==> src/rtl/mem_access_stage.sv <==
// MEM pipeline stage: data-memory request/response handshake, byte-lane store
// formatting, load extraction/extension and pipeline stall generation.
module mem_access_stage #(
   parameter int unsigned TIMEOUT = 0
) (
   input  logic        clk,
   input  logic        rst,
   input  logic        valid_MEM,
   input  logic [31:0] ALU_out_MEM,
   input  logic [31:0] rs2_MEM,
   input  logic [2:0]  funct3_MEM,
   input  logic        mem_read_MEM,
   input  logic        mem_write_MEM,
   input  logic        hold_in,
   input  logic [31:0] dmem_rdata,
   input  logic        dmem_resp,
   output logic [31:0] dmem_address,
   output logic        dmem_read,
   output logic        dmem_write,
   output logic [3:0]  dmem_mbe,
   output logic [31:0] dmem_wdata,
   output logic [31:0] load_data,
   output logic        stall_mem,
   output logic        misaligned,
   output logic        timeout_err
);

   localparam int unsigned XLEN  = 32;
   localparam int unsigned CNT_W = 32;

   typedef enum logic [1:0] {
      S_IDLE = 2'd0,
      S_BUSY = 2'd1,
      S_DONE = 2'd2
   } state_t;

   state_t            state_q, state_d;
   logic [XLEN-1:0]   addr_q, addr_d;
   logic [3:0]        mbe_q, mbe_d;
   logic [XLEN-1:0]   wdata_q, wdata_d;
   logic              rd_q, rd_d;
   logic              wr_q, wr_d;
   logic [1:0]        off_q, off_d;
   logic [2:0]        f3_q, f3_d;
   logic [XLEN-1:0]   ld_q, ld_d;
   logic [CNT_W-1:0]  cnt_q, cnt_d;
   logic              terr_q, terr_d;

   logic [1:0]        off_c;
   logic              mem_op_c;
   logic              is_half_c;
   logic              is_word_c;
   logic              mis_c;
   logic              access_c;
   logic [3:0]        mbe_c;
   logic [XLEN-1:0]   wdata_c;

   // Select the addressed byte/half and extend it according to the load width code.
   function automatic logic [31:0] extend_load(input logic [31:0] rdata,
                                               input logic [1:0]  off,
                                               input logic [2:0]  f3);
      logic [31:0] sh;
      sh = rdata >> {off, 3'b000};
      case (f3)
         3'b000:  extend_load = {{24{sh[7]}}, sh[7:0]};
         3'b001:  extend_load = {{16{sh[15]}}, sh[15:0]};
         3'b100:  extend_load = {24'b0, sh[7:0]};
         3'b101:  extend_load = {16'b0, sh[15:0]};
         default: extend_load = sh;
      endcase
   endfunction

   // Decode of the instruction currently sitting in the EX/MEM buffer.
   always_comb begin
      off_c     = ALU_out_MEM[1:0];
      mem_op_c  = valid_MEM & (mem_read_MEM | mem_write_MEM);
      is_half_c = (funct3_MEM[1:0] == 2'b01);
      is_word_c = funct3_MEM[1];
      mis_c     = mem_op_c & ((is_half_c & off_c[0]) | (is_word_c & (off_c != 2'b00)));
      access_c  = mem_op_c & ~mis_c;
      mbe_c     = 4'b0000;
      wdata_c   = '0;
      if (mem_write_MEM && !mem_read_MEM) begin
         case (funct3_MEM[1:0])
            2'b00:   mbe_c = 4'b0001 << off_c;
            2'b01:   mbe_c = 4'b0011 << off_c;
            default: mbe_c = 4'b1111;
         endcase
         wdata_c = rs2_MEM << {off_c, 3'b000};
      end
   end

   always_comb begin
      state_d   = state_q;
      addr_d    = addr_q;
      mbe_d     = mbe_q;
      wdata_d   = wdata_q;
      rd_d      = rd_q;
      wr_d      = wr_q;
      off_d     = off_q;
      f3_d      = f3_q;
      ld_d      = ld_q;
      cnt_d     = cnt_q;
      terr_d    = terr_q;
      stall_mem = 1'b0;

      case (state_q)
         S_IDLE: begin
            stall_mem = access_c;
            if (access_c) begin
               addr_d  = {ALU_out_MEM[31:2], 2'b00};
               mbe_d   = mbe_c;
               wdata_d = wdata_c;
               rd_d    = mem_read_MEM;
               wr_d    = mem_write_MEM;
               off_d   = off_c;
               f3_d    = funct3_MEM;
               cnt_d   = '0;
               state_d = S_BUSY;
            end
         end
         S_BUSY: begin
            stall_mem = 1'b1;
            if (dmem_resp) begin
               ld_d    = rd_q ? extend_load(dmem_rdata, off_q, f3_q) : '0;
               state_d = S_DONE;
            end else if ((TIMEOUT != 0) && (cnt_q == CNT_W'(TIMEOUT - 1))) begin
               terr_d  = 1'b1;
               ld_d    = '0;
               state_d = S_DONE;
            end else if (cnt_q < CNT_W'(TIMEOUT)) begin
               cnt_d = cnt_q + CNT_W'(1);
            end
         end
         S_DONE: begin
            // Result stays visible until MEM/WB accepts it.
            if (!hold_in) begin
               ld_d    = '0;
               state_d = S_IDLE;
            end
         end
         default: state_d = S_IDLE;
      endcase
   end

   always_ff @(posedge clk) begin
      if (rst) begin
         state_q <= S_IDLE;
         addr_q  <= '0;
         mbe_q   <= '0;
         wdata_q <= '0;
         rd_q    <= 1'b0;
         wr_q    <= 1'b0;
         off_q   <= '0;
         f3_q    <= '0;
         ld_q    <= '0;
         cnt_q   <= '0;
         terr_q  <= 1'b0;
      end else begin
         state_q <= state_d;
         addr_q  <= addr_d;
         mbe_q   <= mbe_d;
         wdata_q <= wdata_d;
         rd_q    <= rd_d;
         wr_q    <= wr_d;
         off_q   <= off_d;
         f3_q    <= f3_d;
         ld_q    <= ld_d;
         cnt_q   <= cnt_d;
         terr_q  <= terr_d;
      end
   end

   assign dmem_address = addr_q;
   assign dmem_mbe     = mbe_q;
   assign dmem_wdata   = wdata_q;
   assign dmem_read    = (state_q == S_BUSY) & rd_q;
   assign dmem_write   = (state_q == S_BUSY) & wr_q;
   assign load_data    = ld_q;
   assign misaligned   = mis_c;
   assign timeout_err  = terr_q;

endmodule
==> config.mk <==
export PLATFORM = sky130hd
export DESIGN_NAME = mem_access_stage
export DESIGN_NICKNAME = d
export VERILOG_FILES = /design/src/rtl/mem_access_stage.sv
export SDC_FILE = /design/constraint.sdc
export NUM_CORES = 1
export LEC_CHECK = 0
export BUFFER_PORTS_ARGS = -buffer_cell sky130_fd_sc_hd__buf_2
export CAP_MARGIN = 15
export CELL_PAD_IN_SITES_DETAIL_PLACEMENT = 1
export CELL_PAD_IN_SITES_GLOBAL_PLACEMENT = 1
export CORE_ASPECT_RATIO = 2
export CORE_MARGIN = 5
export CORE_UTILIZATION = 31
export CTS_CLUSTER_DIAMETER = 60
export DETAILED_ROUTE_END_ITERATION = 10
export GPL_ROUTABILITY_DRIVEN = 0
export HOLD_SLACK_MARGIN = 0.05
export PLACE_DENSITY_LB_ADDON = 0.1
export SLEW_MARGIN = 5
export SYNTH_ARGS = -nofsm -noshare
export SYNTH_HDL_FRONTEND = slang
export SYNTH_SLANG_ARGS = --single-unit
==> constraint.sdc <==
create_clock -name clk -period 1.6 [get_ports clk]
set_clock_uncertainty 0.1 [all_clocks]
set_input_delay 0.24 -clock clk [delete_from_list [all_inputs] [get_ports clk]]
set_output_delay 0.24 -clock clk [all_outputs]
set_load 0.01 [all_outputs]
### Word level (Yosys, flattened, before mapping)

Cells that the tools add are included.

* mux-type cells: 13
* shifts and indexed selects: 4
* $lt $le $gt $ge: 0
* add/subtract/negate cells: 0
* bitwise operators: 10
* divide/modulo/power cells: 0
* reductions and logical operators: 10
* eq/ne operators: 9
* multipliers: 0

Operator list (number)
* 2-to-1 mux 32 bit: 4
* one-hot mux 32 bit (4 select lines): 1
* one-hot mux 32 bit (2 select lines): 1
* left shift 32 x 5 -> 32 bit: 1
* >> shifter 32 x 5 -> 32 bit: 1
* one-hot mux 4 bit (2 select lines): 1
* bitwise AND 1 bit: 7
* == test 3 bit (second input constant): 2
* 2-to-1 mux 2 bit: 3
* inequality test 2 bit (second input constant): 3
* one-hot mux 2 bit (3 select lines): 1
* AND reduction 3 bit: 2
* == test 2 x 1 -> 1 bit (second input constant): 2
* logical NOT 2 bit: 2
* 2-to-1 mux 4 bit: 1
* nonzero test 2 bit: 2
* left shift 1 x 2 -> 4 bit (first input constant): 1
* left shift 2 x 2 -> 4 bit (first input constant): 1
* == test 3 x 1 -> 1 bit (second input constant): 1
* logical NOT 3 bit: 1
* == test 2 bit (second input constant): 1
* OR 1 bit: 2
* one-hot mux 1 bit (2 select lines): 1
* AND reduction 2 bit: 1
* other kinds (3): 3

* output and inout port bits: 105
* input port bits: 106
* RAM bits: 0
* memory bits (read-only): 0
* memories: 0
* latch bits: 0
* bits in registers: 107
* logic and storage cells: 55

### Depth between registers and ports, before layout

Gate-level depths: netlist (run 1).

* depth after elaboration: 8
* depth in mapped cells: 7
* gate-level depth less buffers: 4

### Least setup slack after synthesis (run 1)

Ideal clock, no wire load.

* kind: reg2reg
* start: reg state_q[1]
* end: reg ld_q[25] (netlist: load_data[25])
* path slack: -0.164 ns
* stages on the path, launching flop included: 8
* data arrival time: 1.543 ns
* path buffers: 3
* path through: dfxtp_1 and4b_1 buf_6 and4bb_1 buf_6 nor2b_4 buf_6 a221o_1

* longest elaborated chain between the ends: 3
* elaborated cells between the ends (all ways): 7
* those cells by class: 4 x eq/ne; 1 x mux; 2 x reduce/logical

RTL lines
* start, declared: RTL line 37 `state_t state_q, state_d;`
* start signal, assigned: RTL line 160 `state_q <= state_d;`
* == test 2 x 1 -> 1 bit or == test 2 bit (tied branches): RTL line 107 `case (state_q)`
* inequality test 2 bit (no line) or nonzero test 2 bit (tied branches)
* AND reduction 3 bit (no line)
* end signal, assigned: RTL line 168 `ld_q <= ld_d;`
* end, declared: RTL line 45 `logic [XLEN-1:0] ld_q, ld_d;`

Several ways; a longest one is shown, not always the timed one.
A chain may end at the register's enable or synchronous reset.

### Worst setup path in the final report (run 1)

* start: reg off_q[1]
* end: reg ld_q[22] (netlist: load_data[22])

* longest elaborated chain between the ends: 5

RTL lines
* start, declared: RTL line 43 `logic [1:0] off_q, off_d;`
* start signal, assigned: RTL line 154 `off_q <= '0;`
* start signal, assigned: RTL line 166 `off_q <= off_d;`
* >> shifter 32 x 5 -> 32 bit: RTL line 63 `sh = rdata >> {off, 3'b000};`
* one-hot mux 32 bit (4 select lines): RTL line 64 `case (f3)`
* 2-to-1 mux 32 bit: RTL line 125 `ld_d = rd_q ? extend_load(dmem_rdata, off_q, f3_q) : '0;`
* 2-to-1 mux 32 bit: RTL line 124 `if (dmem_resp) begin`
* one-hot mux 32 bit (2 select lines): RTL line 107

No other way between the ends. The select of a mux whose other input is x is not followed.

==> results of run 1 <==
worst register-to-register path: stages, from the launching register on:
cell and delay [ps]:
dfxtp_2 330, buf_6 130, mux2i_1 120, o31a_1 270
a2111oi_4 350, buf_12 190, a221o_1 120
worst min-delay path by stage:
stage                               endpoint  cells after the start
2_1_floorplan        state_q[1]$_SDFFE_PP0P_                      2
4_1_cts           load_data[26]$_SDFFE_PP0P_                      2
5_1_grt         dmem_address[7]$_SDFFE_PP0P_                      3
3_5_place_dp               wr_q$_SDFFE_PP0P_                      2
3_3_place_gp   dmem_address[21]$_SDFFE_PP0P_                      2
6_report        dmem_address[7]$_SDFFE_PP0P_                      3
flip-flops by register name, indices dropped and copies added, names as in the netlist:
register / count
state_q: 2
f3_q: 3
wr_q: 1
load_data: 32
dmem_mbe: 4
dmem_wdata: 32
rd_q: 1
dmem_address: 30
off_q: 2
what timing repair did:
action	4_1_cts	5_1_grt
gates cloned	2	0
hold buffers	31	0
pin swaps	4	10
setup buffers	8	6
endpoints found under the hold margin	31	0
gates resized for setup	22	19
endpoints found under the setup margin	69	53
power groups by stage:
stage,logic (mW),clock network [mW],registers (mW)
3_3_place_gp,0.949,0,2.82
4_1_cts,1.08,2.28,2.77
5_1_grt,1.20,2.39,2.77
2_1_floorplan,0.483,0,2.85
6_report,1.10,2.19,2.76
3_5_place_dp,0.973,0,2.83
layout by cell type (no fill, tap or decap), drive strengths merged, types with 2 or more instances in the layout:
| cell | instances |
|---|---|
| o2bb2ai | 7 |
| a21oi | 81 |
| o22ai | 8 |
| nand3 | 17 |
| or3 | 8 |
| buf | 273 |
| nor3b | 3 |
| nor2 | 15 |
| nand3b | 9 |
| clkinv | 2 |
| o211ai | 5 |
| dfxtp | 107 |
| dlygate4sd3 | 31 |
| a221o | 16 |
| conb | 3 |
| and2 | 2 |
| a22oi | 8 |
| o21ai | 11 |
| clkbuf | 10 |
| inv | 5 |
| nor2b | 4 |
| a221oi | 7 |
| mux2 | 16 |
| mux2i | 25 |
| nand2 | 121 |
| mux4 | 8 |
through the flow:
stage / instances / utilization (%)
floorplan: 549 / -
global placement: 955 / 41.6
detailed placement: 955 / 41.6
CTS: 1012 / 46.5
global route: 1016 / 47.3
finish: 1016 / 47.3
Yosys cell counts, types with 2 or more instances:
master,n
nand2_1,121
dfxtp_1,107
a21oi_1,81
mux2i_1,25
clkbuf_1,22
buf_2,19
nand3_1,17
a221o_1,16
mux2_2,16
nor2_1,15
o21ai_0,11
nand3b_1,9
a22oi_1,8
mux4_2,8
o22ai_1,8
or3_1,8
a221oi_1,7
o2bb2ai_1,7
buf_6,6
o211ai_1,5
buf_4,3
nor2b_1,3
nor3b_1,3
and2_1,2
inv_1,2
area by class of cell:
type                    count  area share [%]
multi-input cells         389            35.7
flip-flops and latches    107            29.7
repair buffers            304            27.3
well taps                 198            3.41
clock buffers              10            3.15
clock inverters             6           0.775
inverters                   2           0.103
logic make-up (layout without fill, tap and decap cells):
family	count (synthesis)	after routing	share of synthesized area (%)
AOI/OAI and AO/OA	149	149	19.8
xor gates and xnor gates	1	1	0.180
buffers and inverters	53	322	5.77
DFF	107	107	44.1
muxes	49	49	12.6
other	1	3	0.0772
and+or+nand+nor	187	187	17.5
metal layers:
metal | routed length [µm] | up-vias | part of all wire (%) | track usage, %
met5 | 0 | - | 0 | 0
met4 | 735 | 0 | 3.8 | 9.31
met3 | 903 | 41 | 4.6 | 3.77
met2 | 11200 | 173 | 57 | 41.2
met1 | 6660 | 2489 | 34 | 20.0
li1 | - | 2473 | - | -
==> results.sh, run 1 <==
export IMPL_pwr_density_cell_nw_per_um2=833
export IMPL_r2r_start="off_q[1]$_SDFFE_PP0P_"
export IMPL_cp_top_family="compound AO/OA/AOI/OAI gates"
export IMPL_synth_edf_count=0
export IMPL_fin_setup_tns_ps=-1090
export IMPL_netlist_area_um2=4860
export IMPL_post_drt_wl_per_cell_um=19.2
export IMPL_p_seq_share_pct=45.7
export IMPL_timing_hold_violations_final=0
export IMPL_fin_area_um2=7270
export IMPL_async_flop_share_pct=0
export IMPL_clockPowerShare_pct=36.1
export IMPL_finalWorstSetupSlack_ps=-65.6
export IMPL_path_buf_inv=2
export IMPL_pre_cts_slack_ps=-250
export IMPL_crit_path_start_kind="register"
export IMPL_max_stage_delay_ps=350
export IMPL_crit_type="reg -> reg"
export IMPL_cp_endpoint="load_data[22]$_SDFFE_PP0P_"
export IMPL_clock_path_buffers=2
export IMPL_synth_cell_type_count=43
export IMPL_io_pins=211
export IMPL_cts_buffers=9
export IMPL_rr_endpoint="load_data[22]$_SDFFE_PP0P_"
export IMPL_cap_violations=0
export IMPL_p_leak_nw=3.18
export IMPL_worstHoldStart="ALU_out_MEM[7]"
export IMPL_drtIter0Drc=138
export IMPL_ys_ff_latch=107
export IMPL_power_mw=6.05
export IMPL_fin_crit_ps=1670
export IMPL_cp_depth=6
export IMPL_grt_antenna_before_repair=0
export IMPL_rsz0062_at_grt="true"
export IMPL_route_vias_total=5176
export IMPL_ys_flop_type="dfxtp_1"
export IMPL_cts_tree="built"
export IMPL_syn_inst=547
export IMPL_drtPass1Iterations=4
export IMPL_die_h_um=187
export IMPL_period_share_pct=104
export IMPL_pwr_share_comb_pct=18.2
export IMPL_n_antenna_cell=0
export IMPL_die_area_um2=18400
export IMPL_ir_drop_v=0.000467
export IMPL_yosysWarnings=0
export IMPL_outcome="finished with violations"
export IMPL_crit_slowest_cell="a2111oi_4"
export IMPL_clk_pin_slew_ps=70
export IMPL_slew_headroom_pct=61.2
export IMPL_drt_total_wl_um=19500
export IMPL_violations="negative setup slack"
export IMPL_setup_viol=24
export IMPL_ys_top_cells_by_area="dfxtp_1, nand2_1, a21oi_1"
export IMPL_port_buffers=207
export IMPL_layout_drive_gt1_share_pct=42.8
export IMPL_avgSynthCellArea_um2=8.88
export IMPL_grt_first_pass_wirelength_um=30500
export IMPL_crit_start="off_q[1]$_SDFFE_PP0P_"
export IMPL_core_um2=15400
export IMPL_first_global_vias=5725
export IMPL_htree_levels=3
export IMPL_multiInputGateArea_um2=2590
export IMPL_postRouteAntennaNets=0
export IMPL_clock_fmax_mhz=600
export IMPL_drc=0
export IMPL_place_area_um2=6390
export IMPL_nets=919
export IMPL_hpwl_um=14900
export IMPL_cp_end_kind="register"
export IMPL_clk_latency_ps=340
export IMPL_switching_power_mw=1.71
export IMPL_r2r_cells=6
export IMPL_cp_arrival_ps=1850
export IMPL_seq_area_um2=2160
export IMPL_drv_slew=0
export IMPL_grt_usage_pct=20.8
export IMPL_vias_per_cell=5.09
export IMPL_crit_fanout=16
export IMPL_path_cells="buf_6, mux2i_1, o31a_1, a2111oi_4, buf_12, a221o_1"
export IMPL_swShare_pct=28.3
export IMPL_reg2reg_setup_slack_ps=-70
export IMPL_hp_class="in -> reg"
export IMPL_cts_root_buf="clkbuf_16"
export IMPL_fp_row_count=64
export IMPL_critPathRequiredTime_ps=1790
export IMPL_yosysTopAreaCellShare_pct=44.1
export IMPL_n_fill_cell=1861
export IMPL_tightest_slew_ps=576
export IMPL_grt_overflow=0
export IMPL_grt_start_max_net_pins=48
export IMPL_start_util_pct=31.6
export IMPL_die_w_um=98.5
export IMPL_holdWs_ps=64.7
export IMPL_synth_top_area_cell="dfxtp_1"
export IMPL_clock_sinks=107
export IMPL_syn_to_final_growth_pct=49.7
export IMPL_seq_area_frac_synth_pct=44.1
export IMPL_cell_internal_pwr_mw=4.34
No activity file was read; power rests on OpenSTA's default activity.
==> inputs of run 2 (changes only) <==
--- a/config.mk
+++ b/config.mk
@@ -17,6 +17,7 @@
 export GPL_ROUTABILITY_DRIVEN = 0
 export HOLD_SLACK_MARGIN = 0.05
 export PLACE_DENSITY_LB_ADDON = 0.1
+export SKIP_CTS_REPAIR_TIMING = 1
 export SLEW_MARGIN = 5
 export SYNTH_ARGS = -nofsm -noshare
 export SYNTH_HDL_FRONTEND = slang
==> run 2 against run 1 <==
The flow still finishes with violations (negative setup slack). Die area unchanged. Sequential power about the same. Routed wire length decreased by 0.94%. Sequential share of layout area increased by 0.57 points. Final cell count decreased by 1.3%. Clock power about the same. Hold slack got worse by 33 ps. Via count decreased by 1.9%. Total power decreased by 0.46%. Combinational power about the same. Flip-flop and latch count unchanged. Largest cell class unchanged.
==> results.sh, run 2 (synthesis results as in run 1) <==
export IMPL_cp_end_kind="register"
export IMPL_post_drt_wl_per_cell_um=19.2
export IMPL_clk_latency_ps=340
export IMPL_start_util_pct=31.6
export IMPL_pwr_density_cell_nw_per_um2=845
export IMPL_cts_buffers=9
export IMPL_drc=0
export IMPL_clock_sinks=107
export IMPL_tightest_slew_ps=567
export IMPL_fin_setup_tns_ps=-1420
export IMPL_critPathRequiredTime_ps=1790
export IMPL_fin_area_um2=7130
export IMPL_hold_depth=3
export IMPL_fp_row_count=64
export IMPL_cap_violations=0
export IMPL_first_global_vias=5420
export IMPL_nets=906
export IMPL_setup_viol=19
export IMPL_cp_arrival_ps=1880
export IMPL_grt_start_max_net_pins=48
export IMPL_crit_path_start_kind="register"
export IMPL_r2r_cells=6
export IMPL_period_share_pct=106
export IMPL_grt_overflow=0
export IMPL_timing_hold_violations_final=0
export IMPL_holdWs_ps=32.1
export IMPL_hp_class="in -> reg"
export IMPL_crit_fanout=16
export IMPL_met1_length_um=6720
export IMPL_grt_usage_pct=19.8
export IMPL_die_h_um=187
export IMPL_place_area_um2=6390
export IMPL_drtIter0Drc=148
export IMPL_cts_root_buf="clkbuf_16"
export IMPL_drt_total_wl_um=19300
export IMPL_p_leak_nw=3.13
export IMPL_route_vias_total=5078
export IMPL_fin_crit_ps=1700
export IMPL_die_area_um2=18400
export IMPL_io_pins=211
export IMPL_mostFrequentLayoutCells="buf_2, nand2_1, dfxtp_1, a21oi_1, buf_4"
export IMPL_clock_path_buffers=2
export IMPL_met3WireLength_um=893
export IMPL_crit_type="reg -> reg"
export IMPL_postRouteAntennaNets=0
export IMPL_grt_antenna_before_repair=0
export IMPL_layout_commonest_cell="buf_2"
export IMPL_top_layer_used="met4"
export IMPL_syn_to_final_growth_pct=46.9
export IMPL_vias_per_cell=5.06
export IMPL_rsz0062_at_grt="true"
export IMPL_slew_headroom_pct=61.8
export IMPL_outcome="finished with violations"
export IMPL_grt_first_pass_wirelength_um=29100
export IMPL_port_buffers=207
export IMPL_clk_pin_slew_ps=70
export IMPL_reg2reg_setup_slack_ps=-100
export IMPL_drv_slew=0
export IMPL_violations="negative setup slack"
export IMPL_pre_cts_slack_ps=-250
export IMPL_drtPass1Iterations=4
export IMPL_ir_drop_v=0.000471
export IMPL_finish_utilization_pct=46.4
export IMPL_cts_tree="built"
export IMPL_wl_met2_um=11100
export IMPL_clock_fmax_mhz=589
export IMPL_htree_levels=3
export IMPL_layout_drive_gt1_share_pct=43.4
export IMPL_n_antenna_cell=0
export IMPL_core_um2=15400
export IMPL_die_w_um=98.5
export IMPL_finalWorstSetupSlack_ps=-96.6
export IMPL_hpwl_um=14900
==> run 2: worst paths after layout <==
| path | from | end |
|---|---|---|
| max | off_q[1]$_SDFFE_PP0P_ | load_data[22]$_SDFFE_PP0P_ |
| min | ALU_out_MEM[5] | dmem_address[5]$_SDFFE_PP0P_ |
| max reg2reg | off_q[1]$_SDFFE_PP0P_ | load_data[22]$_SDFFE_PP0P_ |
| min reg2reg | dmem_address[5]$_SDFFE_PP0P_ | dmem_address[5]$_SDFFE_PP0P_ |
==> run 2: critical path, stage by stage, from the launching register on <==
cell and delay (ps):
dfxtp_2 330, buf_4 150, mux2i_1 130, o31a_1 270
a2111oi_4 350, buf_12 190, a221o_1 110
==> run 2: area by class of cell <==
cell class | count | area [µm²]
well taps | 198 | 248
flip-flops and latches | 107 | 2160
clock inverters | 6 | 56.3
inverters | 2 | 7.51
clock buffers | 10 | 229
multi-input cells | 389 | 2590
fillers | 1868 | 8240
repair buffers | 291 | 1840
==> run 2: stage by stage <==
stage                     cells  power, mW
after floorplan             549       3.33
after global placement      955       3.77
after detailed placement    955       3.80
after CTS                   971       6.02
after global routing       1003       6.33
final                      1003       6.03
==> run 2: layer usage <==
metal  GRT usage [%]  up-vias
li1                -     2445
met2            39.8      159
met5               0        -
met4            7.36        0
met3            3.66       29
met1            19.2     2445
==> run 2: power by group <==
part	internal, mW	total (mW)	leakage [nW]	switching, mW
combinational	0.503	1.07	2.12	0.569
clock	1.09	2.19	0.137	1.10
sequential	2.72	2.76	0.869	0.0418
